--- config.mk ---
export PLATFORM = sky130hd
export DESIGN_NAME = ysyx_22050019_rd_arbiter
export DESIGN_NICKNAME = d
export VERILOG_FILES = /design/src/rtl/ysyx_22050019_rd_arbiter.sv
export SDC_FILE = /design/constraint.sdc
export NUM_CORES = 1
export LEC_CHECK = 0
export ABC_AREA = 1
export BUFFER_PORTS_ARGS = -buffer_cell sky130_fd_sc_hd__buf_4
export CORE_AREA = 2 2 131 133
export DETAILED_ROUTE_END_ITERATION = 7
export DIE_AREA = 0 0 133 135
export PLACE_DENSITY_LB_ADDON = 0.12
export SLEW_MARGIN = 25
export SYNTH_ARGS = -nofsm -noshare
export SYNTH_HDL_FRONTEND = slang
export SYNTH_SLANG_ARGS = --single-unit
--- constraint.sdc ---
create_clock -name clk -period 4.8 [get_ports clk]
set_clock_uncertainty 0.1 [all_clocks]
set_input_delay 0.96 -clock clk [delete_from_list [all_inputs] [get_ports clk]]
set_output_delay 0.96 -clock clk [all_outputs]
set_load 0.05 [all_outputs]
--- src/rtl/ysyx_22050019_rd_arbiter.sv ---
// Two-master AXI-style read arbiter: icache (m0) and dcache (m1) share one read port.
// Define ARB_ROUND_ROBIN_EN for round-robin ties; otherwise m1 wins every tie.
module ysyx_22050019_rd_arbiter #(
    parameter int ADDR_WIDTH = 32,
    parameter int DATA_WIDTH = 64,
    parameter int LEN_WIDTH  = 8
) (
    input  logic                  clk,
    input  logic                  rst,

    input  logic                  m0_ar_valid_i,
    output logic                  m0_ar_ready_o,
    input  logic [ADDR_WIDTH-1:0] m0_ar_addr_i,
    input  logic [LEN_WIDTH-1:0]  m0_ar_len_i,
    output logic                  m0_r_valid_o,
    input  logic                  m0_r_ready_i,
    output logic [1:0]            m0_r_resp_o,
    output logic [DATA_WIDTH-1:0] m0_r_data_o,

    input  logic                  m1_ar_valid_i,
    output logic                  m1_ar_ready_o,
    input  logic [ADDR_WIDTH-1:0] m1_ar_addr_i,
    input  logic [LEN_WIDTH-1:0]  m1_ar_len_i,
    output logic                  m1_r_valid_o,
    input  logic                  m1_r_ready_i,
    output logic [1:0]            m1_r_resp_o,
    output logic [DATA_WIDTH-1:0] m1_r_data_o,

    output logic                  s_ar_valid_o,
    input  logic                  s_ar_ready_i,
    output logic [ADDR_WIDTH-1:0] s_ar_addr_o,
    output logic [LEN_WIDTH-1:0]  s_ar_len_o,
    input  logic                  s_r_valid_i,
    output logic                  s_r_ready_o,
    input  logic [1:0]            s_r_resp_i,
    input  logic [DATA_WIDTH-1:0] s_r_data_i,

    output logic [1:0]            grant_o,
    output logic                  busy_o
);

    typedef enum logic [1:0] {
        S_IDLE,
        S_AR,
        S_R
    } state_t;

    state_t               state;
    logic [LEN_WIDTH-1:0] cnt;

    logic pick_m1;
    logic in_idle;
    logic in_r;
    logic ar_hs;
    logic beat_hs;

`ifdef ARB_ROUND_ROBIN_EN
    // Set means m1 took the previous grant, so m0 wins the next tie.
    logic last_m1;

    assign pick_m1 = (m0_ar_valid_i & m1_ar_valid_i) ? ~last_m1
                                                     : m1_ar_valid_i;

    always_ff @(posedge clk or posedge rst) begin
        if (rst) begin
            last_m1 <= 1'b1;
        end else if (ar_hs) begin
            last_m1 <= pick_m1;
        end
    end
`else
    assign pick_m1 = m1_ar_valid_i;
`endif

    assign in_idle = (state == S_IDLE) & ~rst;
    assign in_r    = (state == S_R);

    assign m0_ar_ready_o = in_idle & m0_ar_valid_i & ~pick_m1;
    assign m1_ar_ready_o = in_idle & pick_m1;
    assign ar_hs         = m0_ar_ready_o | m1_ar_ready_o;

    always_comb begin
        m0_r_valid_o = 1'b0;
        m0_r_resp_o  = 2'b00;
        m0_r_data_o  = '0;
        m1_r_valid_o = 1'b0;
        m1_r_resp_o  = 2'b00;
        m1_r_data_o  = '0;
        s_r_ready_o  = 1'b0;
        if (in_r) begin
            unique case (1'b1)
                grant_o[0]: begin
                    m0_r_valid_o = s_r_valid_i;
                    m0_r_resp_o  = s_r_resp_i;
                    m0_r_data_o  = s_r_data_i;
                    s_r_ready_o  = m0_r_ready_i;
                end
                grant_o[1]: begin
                    m1_r_valid_o = s_r_valid_i;
                    m1_r_resp_o  = s_r_resp_i;
                    m1_r_data_o  = s_r_data_i;
                    s_r_ready_o  = m1_r_ready_i;
                end
                default: s_r_ready_o = 1'b0;
            endcase
        end
    end

    assign beat_hs = s_r_valid_i & s_r_ready_o;
    assign busy_o  = (state != S_IDLE);

    always_ff @(posedge clk or posedge rst) begin
        if (rst) begin
            state        <= S_IDLE;
            cnt          <= '0;
            grant_o      <= 2'b00;
            s_ar_valid_o <= 1'b0;
            s_ar_addr_o  <= '0;
            s_ar_len_o   <= '0;
        end else begin
            unique case (state)
                S_IDLE: begin
                    if (ar_hs) begin
                        s_ar_addr_o  <= pick_m1 ? m1_ar_addr_i : m0_ar_addr_i;
                        s_ar_len_o   <= pick_m1 ? m1_ar_len_i : m0_ar_len_i;
                        cnt          <= pick_m1 ? m1_ar_len_i : m0_ar_len_i;
                        grant_o      <= pick_m1 ? 2'b10 : 2'b01;
                        s_ar_valid_o <= 1'b1;
                        state        <= S_AR;
                    end
                end
                S_AR: begin
                    if (s_ar_ready_i) begin
                        s_ar_valid_o <= 1'b0;
                        state        <= S_R;
                    end
                end
                S_R: begin
                    // No rlast: the loaded length alone ends the burst.
                    if (beat_hs) begin
                        if (cnt == '0) begin
                            grant_o <= 2'b00;
                            state   <= S_IDLE;
                        end else begin
                            cnt <= cnt - LEN_WIDTH'(1);
                        end
                    end
                end
                default: state <= S_IDLE;
            endcase
        end
    end

endmodule
# Word-level counts from Yosys, hierarchy flattened
# Cells that the tools add are included.
word_totals:
  reg_bits: 53
  input_bits: 154
  output_inout_bits: 181
  word_cells: 63
op_classes:
  add_sub_neg: 1
  n_eq_ne: 7
  n_mux: 31
  bitwise: 8
  n_reduce_logical: 10
op_table:
  columns: ["op", "count"]
  rows:
  - ["$mux W64", 4]
  - ["$mux W32", 1]
  - ["$mux W8", 4]
  - ["$mux W2", 10]
  - ["$pmux W8 S2", 1]
  - ["$reduce_and A4 Y1", 3]
  - ["$logic_not A8 Y1", 1]
  - ["$sub A8 B1 Y8 const B", 1]
  - ["$mux W1", 7]
  - ["$ne A2 B2 Y1 const B", 3]
  - ["$pmux W2 S3", 1]
  - ["$reduce_bool A2 Y1", 3]
  - ["$and A1 B1 Y1", 5]
  - ["$ne A2 B1 Y1 const B", 2]
  - ["$pmux W1 S2", 2]
  - ["$pmux W2 S2", 1]
  - ["$reduce_and A3 Y1", 1]
  - ["$eq A2 B1 Y1 const B", 1]
  - ["$eq A2 B2 Y1 const B", 1]
  - ["$logic_not A2 Y1", 1]
  - ["$not A1 Y1", 2]
  - ["$reduce_and A2 Y1", 1]
  - ["$or A1 B1 Y1", 1]

# Depth between registers and ports, before layout
# Gate-level depths: netlist of the first run.
depth:
  depth_word: 7
  ltp_mapped: 9
  mapped_depth_nobuf: 9

# Least setup slack after synthesis of the first run
# OpenSTA, ideal clock, no wires.
synth_path:
  kind: "input -> output"
  startpoint: "input port rst"
  endpoint: "output port m0_ar_ready_o"
  t_arrival_ps: 3128
  t_required_ps: 3740
  slack_ps: 612
  cell_stages: 3
  path_cell_list: "inv_1 -> nand3_1 -> nor2_1"
synth_via:
  elab_chain_cells: 4
synth_rtl:
  columns: ["element", "line_no", "rtl"]
  rows:
  - ["from (decl)", "9", "input logic rst,"]
  - ["$not A1 Y1", "75", "assign in_idle = (state == S_IDLE) & ~rst;"]
  - ["$and A1 B1 Y1", "75", null]
  - ["$and A1 B1 Y1 (2 in series)", "78", "assign m0_ar_ready_o = in_idle & m0_ar_valid_i & ~pick_m1;"]
  - ["to (decl)", "12", "output logic m0_ar_ready_o,"]
# Every way passes these cells.

# Worst setup path in the final report of the first run
layout_path:
  startpoint: "register state[0]"
  endpoint: "output port m0_r_data_o[12]"
layout_via:
  elab_chain_cells: 2
layout_rtl:
  columns: ["element", "line_no", "rtl"]
  rows:
  - ["from (decl)", "48", "state_t state;"]
  - ["from (signal assigned)", "114", "state <= S_IDLE;"]
  - ["from (signal assigned)", "129", "state <= S_AR;"]
  - ["from (signal assigned)", "135", "state <= S_R;"]
  - ["$eq A2 B2 Y1", "76", "assign in_r = (state == S_R);"]
  - ["$mux W64", "90", "if (in_r) begin"]
  - ["to (decl)", "18", "output logic [DATA_WIDTH-1:0] m0_r_data_o,"]
# Every way passes these cells.

==> flow_summary.json, run 1 <==
{
  "slew_viol_final": 0,
  "syn_area_um2": 3550,
  "hpwlAfterDp_um": 13800,
  "vias_per_cell": 4.13,
  "postCtsHoldBufs": 0,
  "hold_violations": 0,
  "ant_nets": 0,
  "cp_slowest_cell": "nand2_2",
  "root_buffer": "clkbuf_16",
  "routed_wl_um": 16800,
  "end_kind": "primary output",
  "die_y_um": 135,
  "row_count": 47,
  "drt_iter0_markers": 157,
  "grt_max_degree": 68,
  "power_frac_seq": 0.226,
  "p_int_uw": 1560,
  "fin_crit_sh": 0.747,
  "min_path_type": "flip-flop to flip-flop",
  "grt_pass1_vias": 4265,
  "drv_cap": 0,
  "yosysWarnings": 0,
  "dp_cells": 1095,
  "synth_cell_types": 21,
  "power.density_nw_per_um2": 573,
  "area_delta_synth_final_pct": 77.9,
  "fp.dieArea_um2": 18000,
  "nets": 1038,
  "antenna_found_initial": 1,
  "critPathLaunchType": "flip-flop",
  "combinationalPowerShare": 0.672,
  "yosysSeqAreaShare": 0.374,
  "status": "completed",
  "crit_path_cell_trace": "inv_1 -> nand2_2 -> inv_2 -> nand2_2 -> buf_4 -> nor2_1 -> buf_4",
  "cts_sinks": 53,
  "die_w_um": 133,
  "grt_first_pass_wirelength_um": 24300,
  "mostFrequentLayoutCells": "buf_4 (339), nor2_1 (182), nand2_1 (138), inv_1 (81), dfrtp_1 (53)",
  "crit_type": "flip-flop to primary output",
  "initial_utilization": 0.216,
  "coreArea_um2": 16400,
  "track_usage": 0.176,
  "cts_resized": 0,
  "tightest_slew_ns": 0.799,
  "cts_tree": "done",
  "ys_ff_latch": 53,
  "rsz0062_at_grt": "false",
  "slew_headroom": 0.465,
  "p_leak_uw": 0.00371,
  "final_common_cell": "buf_4",
  "path_clk_slew_ns": 0.07,
  "gp_congestion": 0.827,
  "final_util": 0.385,
  "netlist_instances": 567,
  "slowest_delay_ns": 0.49,
  "drive_gt1_frac": 0.405,
  "num-fill-cells": 1808,
  "p_clk_frac": 0.101,
  "avgSynthCellArea_um2": 6.26,
  "setup_violations": 0,
  "swShare": 0.568,
  "worstSkewPairLatency_ns": 0.30,
  "fin_cells": 1105,
  "htree_num_levels": 2,
  "clockBufferDepth": 2,
  "numPortBuffers": 334,
  "arrival_ns": 2.52,
  "path_max_fanout": 44,
  "firstDrtPassIters": 4,
  "post_cts_buffers": 0,
  "vias": 4569,
  "wl_per_cell_um": 15.2,
  "final.setup.tns_ns": 0,
  "timing.final.crit_period_ns": 3.58,
  "worstPathRequired_ns": 3.74,
  "max_freq_ghz": 0.279,
  "p_switching_uw": 2050,
  "syn_nets": 723,
  "numCtsBuffers": 5,
  "peakVddDrop_uv": 313,
  "drc": 0,
  "io_pins": 335,
  "grt-ovfl-total": 0
}
## worst max-delay path, delay by kind of cell, from the launching register on
family                 cells  cell delay, ns
buffers and inverters      4            1.01
flip-flops                 1            0.41
AND/OR/NAND/NOR            3            0.78
## stage by stage
stage	hold WS, ns	power, uW	cell area (um^2)	setup slack (ns)
after floorplan	0.358	2510	3550	0.612
after global placement	0.379	3290	6160	1.48
final	0.397	3610	6310	1.22
after detailed placement	0.384	3280	6160	1.46
after global routing	0.421	3850	6300	0.991
after CTS	0.400	3660	6300	1.18
## per-layer routing
layer	GRT usage	part of all wire
met2	0.319	0.51
met5	0	0
met3	0.0563	0.086
met1	0.204	0.40
met4	0.0335	0.0085
## logic make-up (layout without fill, tap and decap cells)
logic type / Yosys count / in the layout / synth area share
and+or+nand+nor: 340 / 340 / 0.371
buffers and inverters: 116 / 432 / 0.150
AOI/OAI and AO/OA: 53 / 53 / 0.0892
DFF: 53 / 53 / 0.374
muxes: 3 / 3 / 0.00847
adders and majority gates: 2 / 2 / 0.00705
other: 0 / 2 / 0
## cell usage after synthesis, drive strengths merged
cell type,instances,area (um^2)
nand2,142,536
buf,28,201
inv,85,319
o21bai,1,7.51
a21oi,1,5.00
clkbuf,3,11.3
ha,2,25.0
nand3,13,70.1
a31oi,37,231
o21ai,13,65.1
dfrtp,53,1330
o31ai,1,7.51
mux2i,3,30.0
nor2,185,712
## path summary, 6_finish.rpt
check,startpoint,cells past startpoint,slack [ns],to
worst min register to register,cnt[6],2,0.40,cnt[6]
worst max register to register,state[1],6,2.66,s_ar_addr_o[4]
worst min-delay path,cnt[6],2,0.40,cnt[6]
worst max-delay path,state[0],7,1.22,m0_r_data_o[12]
max in group asynchronous,rst,3,3.35,s_ar_addr_o[9]
min in group asynchronous,rst,3,0.77,s_ar_len_o[6]
## power groups by stage
| stage | Clock (uW) | Combinational [uW] | Sequential, uW |
|---|---|---|---|
| after CTS | 382 | 2460 | 820 |
| after global placement | 0 | 2460 | 825 |
| after global routing | 398 | 2600 | 850 |
| after detailed placement | 0 | 2460 | 819 |
| final | 366 | 2430 | 818 |
| after floorplan | 0 | 1080 | 1430 |
## flip-flops by register name, indices dropped and copies added (netlist names)
name / flops
s_ar_addr_o: 32
state: 2
s_ar_len_o: 8
grant_o: 2
cnt: 8
s_ar_valid_o: 1
## cell type report
type / instances / area [um^2] / share of cell area
Antenna cell: 2 / 5.00 / 0.000793
Timing Repair Buffer: 339 / 2540 / 0.403
Tap cell: 220 / 275 / 0.0436
Clock buffer: 6 / 129 / 0.0204
Multi-Input combinational cell: 398 / 1700 / 0.269
Sequential cell: 53 / 1330 / 0.210
Inverter: 85 / 319 / 0.0506
Clock inverter: 2 / 13.8 / 0.00218
(Power assumes the default switching activity.)
==> inputs of run 2 (changes only) <==
Clock period 4.8 ns to 3 ns, I/O delays scaled along.
==> flow_summary.json, run 2 (synthesis results as in run 1) <==
{
  "grt_max_degree": 59,
  "postCtsHoldBufs": 0,
  "io_pins": 335,
  "r2r_cells": 6,
  "status": "completed",
  "clockBufferDepth": 2,
  "post-place-ws_ns": 0.445,
  "fin_area_um2": 6400,
  "wl_per_cell_um": 15.2,
  "hold_violations": 0,
  "grt_first_pass_wirelength_um": 24900,
  "cts_resized": 0,
  "crit_type": "flip-flop to primary output",
  "final.setup.tns_ns": 0,
  "numCtsBuffers": 5,
  "htree_num_levels": 2,
  "vias_per_cell": 4.13,
  "track_usage": 0.179,
  "slowest_delay_ns": 0.41,
  "critPathLaunchType": "flip-flop",
  "coreArea_um2": 16400,
  "largest_reg_flops": 32,
  "slew_headroom": 0.586,
  "fin_crit_sh": 0.918,
  "final_common_cell": "buf_4",
  "area_delta_synth_final_pct": 80.5,
  "whs_ns": 0.129,
  "drv_cap": 0,
  "fp.dieArea_um2": 18000,
  "min_path_type": "input port to async pin",
  "grt_pass1_vias": 4402,
  "die_w_um": 133,
  "top_register": "s_ar_addr_o",
  "cts_sinks": 53,
  "crit_path_cell_trace": "inv_1 -> nand2_2 -> inv_2 -> nand2_4 -> buf_12 -> nor2_1 -> buf_4",
  "final_util": 0.390,
  "root_buffer": "clkbuf_16",
  "routed_wl_um": 16800,
  "cp.depth": 7,
  "grt-ovfl-total": 0,
  "path_max_fanout": 33,
  "peakVddDrop_uv": 550,
  "row_count": 47,
  "cts_tree": "done",
  "drc": 0,
  "crit_family": "buffers and inverters",
  "setup_violations": 0,
  "vias": 4568,
  "worstPathRequired_ns": 2.30,
  "hpwlAfterDp_um": 13900,
  "tightest_slew_ns": 0.620,
  "num-fill-cells": 1865,
  "max_freq_ghz": 0.363,
  "post_cts_buffers": 0,
  "mostFrequentLayoutCells": "buf_4 (339), nor2_1 (182), nand2_1 (138), inv_1 (81), dfrtp_1 (53)",
  "nets": 1041,
  "arrival_ns": 2.05,
  "power.density_nw_per_um2": 922,
  "cp_slowest_cell": "dfrtp_1",
  "initial_utilization": 0.216,
  "numPortBuffers": 334,
  "gp_congestion": 0.874,
  "die_y_um": 135,
  "path_clk_slew_ns": 0.07,
  "fin_ws_ns": 0.247,
  "postPlaceCellArea_um2": 6230,
  "rsz0062_at_grt": "false",
  "end_kind": "primary output",
  "firstDrtPassIters": 5,
  "n_antenna_cell": 0,
  "cp_num_buf_inv": 4,
  "slew_viol_final": 0,
  "drt_iter0_markers": 143,
  "timing.final.crit_period_ns": 2.75,
  "drive_gt1_frac": 0.407,
  "ant_nets": 0,
  "p_leak_uw": 0.00376,
  "worstSkewPairLatency_ns": 0.29,
  "antenna_found_initial": 0,
  "top_regs": "s_ar_addr_o (32), cnt (8), s_ar_len_o (8)"
}
-- run 2: final cells by class --
type	instances	area, um^2	share of cell area
repair buffers	342	2610	0.407
multi-input cells	398	1700	0.266
flip-flops and latches	53	1330	0.207
inverters	85	323	0.0504
well taps	220	275	0.0430
clock buffers	7	143	0.0223
clock inverters	1	30.0	0.00469
-- run 2: per-stage QoR --
step,total power (uW),std cells
detailed placement,5260,1098
floorplan,4020,567
global placement,5270,1098
global route,6260,1106
finish,5910,1106
CTS,5960,1106
-- run 2: layer usage --
metal  share of wire  track usage  vias to the layer above
met5               0            0                        -
met4           0.023       0.0520                        0
met3           0.094       0.0604                       23
met2            0.47        0.307                      205
met1            0.41        0.214                     2002
li1                -            -                     2338
-- run 2: power by group --
part	total (uW)	switching [uW]	leakage (uW)	internal [uW]
registers	1300	232	0.000611	1070
clock network	680	263	0.0000841	418
logic	3930	2780	0.00307	1140
total	5910	3280	0.00376	2630
-- run 2: worst paths after layout --
kind	start	to	slack, ns
setup / recovery	state[0]	m0_r_resp_o[0]	0.25
hold / removal	rst	grant_o[0]	0.13
setup reg to reg	state[1]	s_ar_addr_o[1]	1.20
hold reg to reg	s_ar_valid_o	s_ar_valid_o	0.39
max in group asynchronous	rst	s_ar_addr_o[19]	1.81
min in group clk	s_ar_valid_o	s_ar_valid_o	0.39
==> inputs of run 3 (changes only) <==
Clock period 3 ns to 2.9 ns, I/O delays scaled along.
==> flow_summary.json, run 3 (synthesis results as in run 1) <==
{
  "num-fill-cells": 1825,
  "postCtsHoldBufs": 0,
  "numCtsBuffers": 5,
  "path_max_fanout": 67,
  "htree_num_levels": 2,
  "hold_violations": 0,
  "die_y_um": 135,
  "fin_cells": 1104,
  "vias_per_cell": 4.08,
  "whs_ns": 0.111,
  "peakVddDrop_uv": 410,
  "cts_sinks": 53,
  "mostFrequentLayoutCells": "buf_4 (337), nor2_1 (182), nand2_1 (138), inv_1 (81), dfrtp_1 (53)",
  "largest_reg_flops": 32,
  "fin_crit_sh": 0.916,
  "fin_area_um2": 6350,
  "hpwlAfterDp_um": 13500,
  "worstPathRequired_ns": 2.22,
  "drc": 0,
  "grt_pass1_vias": 4228,
  "status": "completed",
  "drt_iter0_markers": 153,
  "min_path_type": "input port to async pin",
  "firstDrtPassIters": 4,
  "io_pins": 335,
  "grt_first_pass_wirelength_um": 24400,
  "end_kind": "primary output",
  "path_clk_slew_ns": 0.07,
  "gp_congestion": 0.831,
  "timing.final.crit_period_ns": 2.66,
  "vias": 4507,
  "arrival_ns": 1.98,
  "final_common_cell": "buf_4",
  "antenna_found_initial": 0,
  "routed_wl_um": 16600,
  "post_cts_buffers": 0,
  "critPathLaunchType": "flip-flop",
  "power.density_nw_per_um2": 943,
  "fp.dieArea_um2": 18000,
  "top_register": "s_ar_addr_o",
  "grt-ovfl-total": 0,
  "track_usage": 0.176,
  "p_leak_uw": 0.00372,
  "slew_headroom": 0.576,
  "numPortBuffers": 334,
  "setup_violations": 0,
  "worstSkewPairLatency_ns": 0.29,
  "grt_max_degree": 76,
  "drv_cap": 0,
  "cts_tree": "done",
  "coreArea_um2": 16400,
  "initial_utilization": 0.216,
  "final.setup.tns_ns": 0,
  "dp_cells": 1096,
  "max_freq_ghz": 0.376,
  "drive_gt1_frac": 0.406,
  "tightest_slew_ns": 0.636,
  "area_delta_synth_final_pct": 78.9,
  "slew_viol_final": 0,
  "top_regs": "s_ar_addr_o (32), cnt (8), s_ar_len_o (8)",
  "postPlaceCellArea_um2": 6200,
  "ant_nets": 0,
  "n_antenna_cell": 0,
  "clockBufferDepth": 2,
  "nets": 1039,
  "crit_type": "flip-flop to primary output",
  "wl_per_cell_um": 15.0,
  "rsz0062_at_grt": "false",
  "row_count": 47,
  "die_w_um": 133,
  "root_buffer": "clkbuf_16"
}
## run 3: report_power, final
part	leakage (uW)	internal [uW]	switching, uW
sequential	0.000611	1110	238
combinational	0.00304	1170	2860
clock	0.0000631	321	286
## run 3: repair_timing
item                                    4_1_cts  5_1_grt
endpoints found under the setup margin        0       57
resized for setup                             0        1
endpoints found under the hold margin         0        0
## run 3: path summary, 6_finish.rpt
kind	from	end	depth (start not counted)	slack, ns
max reg2reg	cnt[0]	cnt[7]	8	1.24
min in group clk	s_ar_ready_i	state[0]	2	0.39
min	rst	grant_o[1]	2	0.11
max	state[0]	m0_r_data_o[7]	7	0.24
min reg2reg	s_ar_valid_o	s_ar_valid_o	2	0.39
max in group asynchronous	rst	s_ar_addr_o[22]	3	1.72
## run 3: critical path, stage by stage, from the launching register on
cell and delay (ns):
dfrtp_1 0.41, inv_1 0.12, nand2_2 0.14, inv_2 0.23
nand2_2 0.07, buf_6 0.24, nor2_1 0.20, buf_4 0.23
## run 3: area by class of cell
type / instances / area, um^2 / area share
Tap cell: 220 / 275 / 0.0434
Multi-Input combinational cell: 398 / 1700 / 0.267
Sequential cell: 53 / 1330 / 0.209
Clock buffer: 6 / 129 / 0.0203
Timing Repair Buffer: 340 / 2580 / 0.407
Inverter: 85 / 323 / 0.0509
Clock inverter: 2 / 15.0 / 0.00237
## run 3: metrics by stage
stage	utilization	total power, uW	worst slack [ns]
final	0.387	5980	0.244
after global routing	0.387	6360	0.0670
after CTS	0.387	6060	0.0899
after detailed placement	0.378	5430	0.423
after global placement	0.378	5440	0.428
after floorplan	-	4150	0.109
## run 3: metal layers
metal  global-route usage  share of wire
met3               0.0556          0.097
met5                    0              0
met4               0.0364          0.014
met1                0.216           0.41
met2                0.304           0.48
